### config.mk
export PLATFORM = sky130hd
export DESIGN_NAME = quad_step_decoder
export DESIGN_NICKNAME = d
export VERILOG_FILES = /design/src/rtl/quad_pkg.sv /design/src/rtl/quad_chan_filter.sv /design/src/rtl/quad_step_decoder.sv
export SDC_FILE = /design/constraint.sdc
export NUM_CORES = 1
export LEC_CHECK = 0
export ABC_AREA = 0
export BUFFER_PORTS_ARGS = -buffer_cell sky130_fd_sc_hd__buf_2
export CORE_MARGIN = 2
export CORE_UTILIZATION = 55
export CTS_BUF_LIST = sky130_fd_sc_hd__clkbuf_16
export CTS_CLUSTER_DIAMETER = 80
export DETAILED_ROUTE_END_ITERATION = 7
export HOLD_SLACK_MARGIN = 0.08
export PLACE_DENSITY = 0.75
export SYNTH_ARGS = -nofsm -noshare
export SYNTH_HDL_FRONTEND = slang
export SYNTH_HIERARCHICAL = 1
export SYNTH_SLANG_ARGS = --single-unit
### constraint.sdc
create_clock -name clk -period 3.1 [get_ports clk]
set_input_delay 0.31 -clock clk [delete_from_list [all_inputs] [get_ports clk]]
set_output_delay 0.31 -clock clk [all_outputs]
set_load 0.02 [all_outputs]
### src/rtl/quad_pkg.sv
// quad_pkg: phase encodings, direction levels, default sizing and forward-sequence helper
// Shared by quad_chan_filter and quad_step_decoder.
package quad_pkg;
    localparam logic [1:0] PH_00 = 2'b00;
    localparam logic [1:0] PH_10 = 2'b10;
    localparam logic [1:0] PH_11 = 2'b11;
    localparam logic [1:0] PH_01 = 2'b01;
    localparam logic DIR_UP = 1'b1;
    localparam logic DIR_DN = 1'b0;
    localparam int SYNC_STAGES_DEF = 2;
    localparam int FILT_LEN_DEF = 3;
    function automatic logic [1:0] next_fwd(input logic [1:0] ph);
        return ph == PH_00 ? PH_10 : ph == PH_10 ? PH_11 : ph == PH_11 ? PH_01 : PH_00;
    endfunction
endpackage

### src/rtl/quad_chan_filter.sv
// quad_chan_filter: per-channel synchroniser chain plus persistence glitch filter
// Ports: clk, rstn (async, active-high), i_raw (asynchronous pin),
//        i_init (load filter straight from synchroniser), o_filt (accepted level).
module quad_chan_filter
    import quad_pkg::*;
#(
    parameter int SYNC_STAGES = SYNC_STAGES_DEF,
    parameter int FILT_LEN    = FILT_LEN_DEF
) (
    input  logic clk,
    input  logic rstn,
    input  logic i_raw,
    input  logic i_init,
    output logic o_filt
);
    localparam int CW = $clog2(FILT_LEN + 1);
    logic [SYNC_STAGES-1:0] r_sync;
    logic [CW-1:0]          r_cnt;
    logic                   w_sync;
    assign w_sync = r_sync[SYNC_STAGES-1];
    // A change is accepted only after it has been seen FILT_LEN consecutive cycles.
    always_ff @(posedge clk or posedge rstn) begin
        if (rstn) begin
            r_sync <= '0;
            r_cnt  <= '0;
            o_filt <= 1'b0;
        end else begin
            r_sync <= {r_sync[SYNC_STAGES-2:0], i_raw};
            if (i_init) begin
                o_filt <= w_sync;
                r_cnt  <= '0;
            end else if (w_sync != o_filt) begin
                o_filt <= r_cnt == CW'(FILT_LEN - 1) ? w_sync : o_filt;
                r_cnt  <= r_cnt == CW'(FILT_LEN - 1) ? '0 : r_cnt + 1'b1;
            end else begin
                r_cnt <= '0;
            end
        end
    end
endmodule

### src/rtl/quad_step_decoder.sv
// quad_step_decoder: quadrature A/B to registered step strobe, direction level and sticky error
// Ports: clk, rstn (async, active-high), a_in/b_in (raw phases), err_clr (sync clear of err),
//        step (one-cycle strobe), up_down (1 = up), err (sticky illegal-jump flag).
module quad_step_decoder
    import quad_pkg::*;
#(
    parameter int SYNC_STAGES = SYNC_STAGES_DEF,
    parameter int FILT_LEN    = FILT_LEN_DEF
) (
    input  logic clk,
    input  logic rstn,
    input  logic a_in,
    input  logic b_in,
    input  logic err_clr,
    output logic step,
    output logic up_down,
    output logic err
);
    localparam int IW = $clog2(SYNC_STAGES + FILT_LEN + 1);
    logic [IW-1:0] r_init;
    logic          r_blk;
    logic [1:0]    r_ph_d;
    logic [1:0]    w_ph;
    logic [1:0]    w_diff;
    logic          w_init;
    logic          w_one;
    assign w_init = r_init != '0;
    assign w_diff = w_ph ^ r_ph_d;
    assign w_one  = w_diff == 2'b01 || w_diff == 2'b10;
    quad_chan_filter #(.SYNC_STAGES(SYNC_STAGES), .FILT_LEN(FILT_LEN)) u_fa (
        .clk(clk), .rstn(rstn), .i_raw(a_in), .i_init(w_init), .o_filt(w_ph[1])
    );
    quad_chan_filter #(.SYNC_STAGES(SYNC_STAGES), .FILT_LEN(FILT_LEN)) u_fb (
        .clk(clk), .rstn(rstn), .i_raw(b_in), .i_init(w_init), .o_filt(w_ph[0])
    );
    // r_blk lags the init window by one cycle so the delayed phase has caught up
    // with the last directly-loaded value before any comparison is trusted.
    always_ff @(posedge clk or posedge rstn) begin
        if (rstn) begin
            r_init  <= IW'(SYNC_STAGES + FILT_LEN);
            r_blk   <= 1'b1;
            r_ph_d  <= PH_00;
            step    <= 1'b0;
            up_down <= DIR_UP;
            err     <= 1'b0;
        end else begin
            r_init  <= w_init ? r_init - 1'b1 : r_init;
            r_blk   <= w_init;
            r_ph_d  <= w_ph;
            step    <= !r_blk && w_one;
            up_down <= (!r_blk && w_one) ? (w_ph == next_fwd(r_ph_d) ? DIR_UP : DIR_DN) : up_down;
            err     <= (!r_blk && w_diff == 2'b11) ? 1'b1 : err_clr ? 1'b0 : err;
        end
    end
endmodule

; ---- Word-level counts from Yosys, hierarchy flattened
; Index checks and enable logic that the tools add are counted.
[word_totals]
regBits = 19
inputBits = 5
output_inout_bits = 3
[classes]
n_addsub = 3
n_eq_ne = 10
muxes = 18
bitwise = 1
n_reduce_logical = 13
[ops]
columns = operator, count
row1 = 2-to-1 mux 2 bit, 8
row2 = "== test 2 bit, second input constant", 6
row3 = 2-to-1 mux 1 bit, 10
row4 = nonzero test 2 bit, 5
row5 = "adder 2 x 1 -> 2 bit, second input constant", 2
row6 = AND reduction 2 bit, 2
row7 = nonzero test 3 bit, 1
row8 = "subtractor 3 x 1 -> 3 bit, second input constant", 1
row9 = "== test 2 x 1 -> 1 bit, second input constant", 1
row10 = == test 2 bit, 1
row11 = logical AND 1 bit, 2
row12 = logical NOT 2 bit, 1
row13 = != test 1 bit, 2
row14 = bitwise XOR 2 bit, 1
row15 = logical NOT 1 bit, 1
row16 = logical OR 1 bit, 1

; ---- Longest topological paths before layout
[depth]
depth_word = 6
mapped_depth = 5

; ---- Modules after synthesis
; The synthesis kept the hierarchy.
[modules_own_cells]
columns = module, n_inst, cells_each, area_each_um2
row1 = quad_step_decoder, 1, 32, 397.9
row2 = quad_chan_filter, 2, 13, 171.4

; ---- Worst setup path before layout
; No wires, ideal clock.
[synth_timing]
kind = register -> register
start = register r_init[0]
end = register u_fa.o_filt
arrival_time_ps = 1184
t_required_ps = 2975
path_slack_ps = 1791
stages_incl_launch_ff = 6
path_buffers = 0
synth_period_minus_slack_ps = 1309
path_cell_list = dfstp_2 inv_1 ha_1 nand2b_4 a21oi_1 mux2_2
[synth_between]
elab_chain_len = 3
elab_cells_between_ends = 5
classes_between = mux: 1 / reduce/logical: 4
[synth_lines]
columns = item, line
row1 = start: declaration, quad_step_decoder.sv:20  ; logic [IW-1:0] r_init;
row2 = start signal: assignment, quad_step_decoder.sv:40  ; r_init <= IW'(SYNC_STAGES + FILT_LEN);
row3 = start signal: assignment, quad_step_decoder.sv:47  ; r_init <= w_init ? r_init - 1'b1 : r_init;
row4 = nonzero test 3 bit *, quad_step_decoder.sv:27  ; assign w_init = r_init != '0;
row5 = named net w_init, quad_step_decoder.sv:25  ; logic w_init;
row6 = nonzero test 2 bit (no line), --
row7 = AND reduction 2 bit (no line), --
row8 = end signal: assignment, quad_chan_filter.sv:30  ; o_filt <= w_sync;
row9 = end signal: assignment, quad_chan_filter.sv:33  ; o_filt <= r_cnt == CW'(FILT_LEN - 1) ? w_sync : o_filt;
row10 = end: declaration, quad_chan_filter.sv:14  ; output logic o_filt
; The timed path passes the listed nets; every way through them passes the cells marked *.
; A chain may end at the register's enable or synchronous reset.

; ---- Final worst setup path
; Ends and elaborated chain as after synthesis.

==> summary.md <==
| Metric | Value |
|---|---|
| Reg clk slew, reported paths | 0.05 ns |
| Htree depth | 1 |
| Worst-Skew Late Latency | 0.25 ns |
| Remaining DRCs | 0 |
| Multi-input logic area | between 200 and 250 um^2 |
| Worst Path Buf+Inv | 1 |
| Post-Synthesis Cells | 58 |
| Initial DRT Pass Iterations | 2 |
| Share of synthesized registers carrying an async set or reset | between 90% and 100% |
| Port Buffer Count | 7 |
| Syn nets | 66 |
| Post-CTS resize count | 0 |
| Seq cells post-synth | 19 |
| PnR Total Power | about 0.88 mW |
| Max FO, Critical Path | 8 |
| Arrival time worst endpoint | about 1.5 ns |
| Worst path required time | ~3.2 ns |
| Clock Skews | around 0.0016 ns |
| Largest net degree at the start of global routing | 12 |
| Crit-path leading delay family | flip-flops |
| Setup WS pre-CTS | roughly 1.7 ns |
| Initial antenna violation count | 0 |
| HPWL Detailed | approximately 700 um |
| Worst path cell trace | inv_1 -> ha_1 -> nand2b_4 -> a21oi_1 -> mux2_2 |
| Total CTS buffers | 3 |
| CTS Sinks | 19 |
| Syn_area_per_cell | about 13 um^2 |
| Vias | just over 400 |
| Root Buffer | clkbuf_16 |
| Final slew viol count | 0 |
| VDD IR max | 606.3 uV |
| RSZ-0062 raised after global routing | false |
| Status | complete, no violations |
| Crit path launch type | flip-flop |
| Static leakage | roughly 0.42 nW |
| Min Tclk post-route | 1.368 ns |
| Worst path slowest cell | dfstp_2 |
| Ant diodes | 0 |
| Unique cell type count in the Yosys netlist | 17 |
| Synth Cell Area | 740.7 um^2 |
| Max Freq | approximately 730 MHz |
| Vias in the first global route | roughly 350 |
| Crit. End Element | flip-flop |
| Final setup vio count | 0 |
| Area Overhead vs Synth | 19.43% |
| Site Rows | 13 |
| Flip-flop and latch area | 480.5 um^2 |
| Hold Crit Class | input pin to flip-flop |
| WHS | 0.1657 ns |
| WL/cell | approximately 11 um |
| DP Area | roughly 790 um^2 |
| First-pass GRT wire length | 1.455 mm |
| Pwr dens | approximately 1000 mW/mm^2 |
| Routed Antenna Nets | 0 |
| Sequential cell area fraction in the yosys report | 64.86% |
| Final worst-path cycle share | between 40% and 50% |
| Die Height | 40.70 um |
| 1st-iter DRT viols | 2 |
| Drt total wl | 971 um |
| Sum of negative setup slack | 0 ns |
| Starting Density | a little under 60% |
| DIE AREA | 0.001656 mm^2 |
| Worst-Margin Slew | between 0.3 and 0.4 ns |
| Final count of hold timing violations | 0 |
| Max stage delay on crit path | 0.51 ns |
| Max-Cap Viols | 0 |
| Dominant synthesized flop cell | dfrtp_1 |
| Final instance area | around 880 um^2 |
| Fin util | approximately 69% |
| Final net count | 79 |
| CTS Buffer Depth | 2 |
| Worst setup margin | 1.732 ns |
| Placed insts | 80 |
| Core area | 0.001285 mm^2 |
| CTS tree | done |
| Max_slew headroom | about three quarters |
| IO Pins | 8 |
| Number of synthesized flops with an enable pin | 0 |
| Die W | around 41 um |
| Synth warn | 6 |
| Global Route Usage Sum | 15.31% |
| Layout cells sized above 1 | between 20% and 30% |
| Final GP Congestion | approximately 0.74 |
| Vias/cell | around 4.7 |
| WS Path Type | flip-flop to flip-flop |
| Non-filler cells, final | 85 |
| Global route total overflow | 0 |
| Filler Cell Count | between 100 and 150 |
[timing repair]
item	CTS	global route
endpoints found under the hold margin	15	0
setup buffers	0	0
hold buffers	1	0
endpoints found under the setup margin	0	0
[worst reg2reg max path: stages (launching register included)]
cell and delay [ns]:
dfstp_2 0.51, inv_1 0.06, ha_1 0.24, nand2b_4 0.12
a21oi_1 0.06, mux2_2 0.27
[report_power, final]
| group | switching, mW | internal [mW] | leakage [nW] | total, mW |
|---|---|---|---|---|
| Sequential | 0.0511 | 0.325 | 0.226 | 0.377 |
| Clock | 0.0862 | 0.173 | 0.0409 | 0.259 |
| Combinational | 0.122 | 0.122 | 0.156 | 0.244 |
| Total | 0.259 | 0.620 | 0.422 | 0.879 |
[cells in the mapped netlist (2+ instances only)]
master	n	area (um^2)
a21oi_1	3	15.01
dfrtp_1	15	375.4
dfstp_2	4	105.1
ha_1	3	37.54
inv_1	10	37.54
mux2_2	2	22.52
nor2_1	5	18.77
or3_1	2	12.51
xnor2_1	4	35.03
xor2_1	3	26.28
[layout make-up]
cell class	count	share of cell area [%]
clock inverter	1	0.5658
tap	15	2.122
clock buffer	3	8.487
timing repair buffer	8	5.092
multi-input combinational	29	25.18
inverter	10	4.243
sequential	19	54.31
[flip-flops by register name (all words and copies together) (netlist names)]
register	flops
u_fa/r_sync	2
up_down	1
u_fb/o_filt	1
u_fb/r_cnt	2
r_init	3
u_fa/r_cnt	2
err	1
u_fa/o_filt	1
r_ph_d	2
r_blk	1
u_fb/r_sync	2
step	1
[cells by family after synthesis]
kind of cell / count (synthesis) / synth area share (%)
buf+inv: 10 / 5.068
xor+xnor: 7 / 8.277
simple gates: 11 / 8.783
mux: 3 / 4.392
compound gates: 5 / 3.547
flops: 19 / 64.86
fa+ha+maj: 3 / 5.068
[cells in the final DEF, fill, tap and decap left out, drive strengths merged]
cell / netlist / routed
o22ai: 1 / 1
a21oi: 3 / 3
dlygate4sd3: 0 / 1
buf: 0 / 7
mux2i: 1 / 1
nor2: 5 / 5
xor2: 3 / 3
nand2b: 2 / 2
dfrtp: 15 / 15
o21ai: 1 / 1
dfstp: 4 / 4
inv: 10 / 10
nand3: 1 / 1
or3: 2 / 2
and2b: 1 / 1
xnor2: 4 / 4
mux2: 2 / 2
clkbuf: 0 / 3
clkinv: 0 / 1
ha: 3 / 3
[worst paths after layout]
path                                   to  cells after the start      startpoint  slack (ns)
setup / recovery              u_fa/o_filt                      5       r_init[0]        1.73
hold / removal             u_fb/r_sync[0]                      1            b_in        0.17
setup reg to reg              u_fa/o_filt                      5       r_init[0]        1.73
hold reg to reg            u_fa/r_sync[1]                      0  u_fa/r_sync[0]        0.35
max in group asynchronous       r_init[2]                      3            rstn        2.21
min in group asynchronous   u_fa/r_cnt[0]                      3            rstn        0.52
[routing by layer]
layer	part of all wire, %	global-route usage, %
met1	51	17.73
met2	44	21.83
met3	4.9	6.522
met4	0	12.50
met5	0	0
No activity file was read; power rests on OpenSTA's default activity.
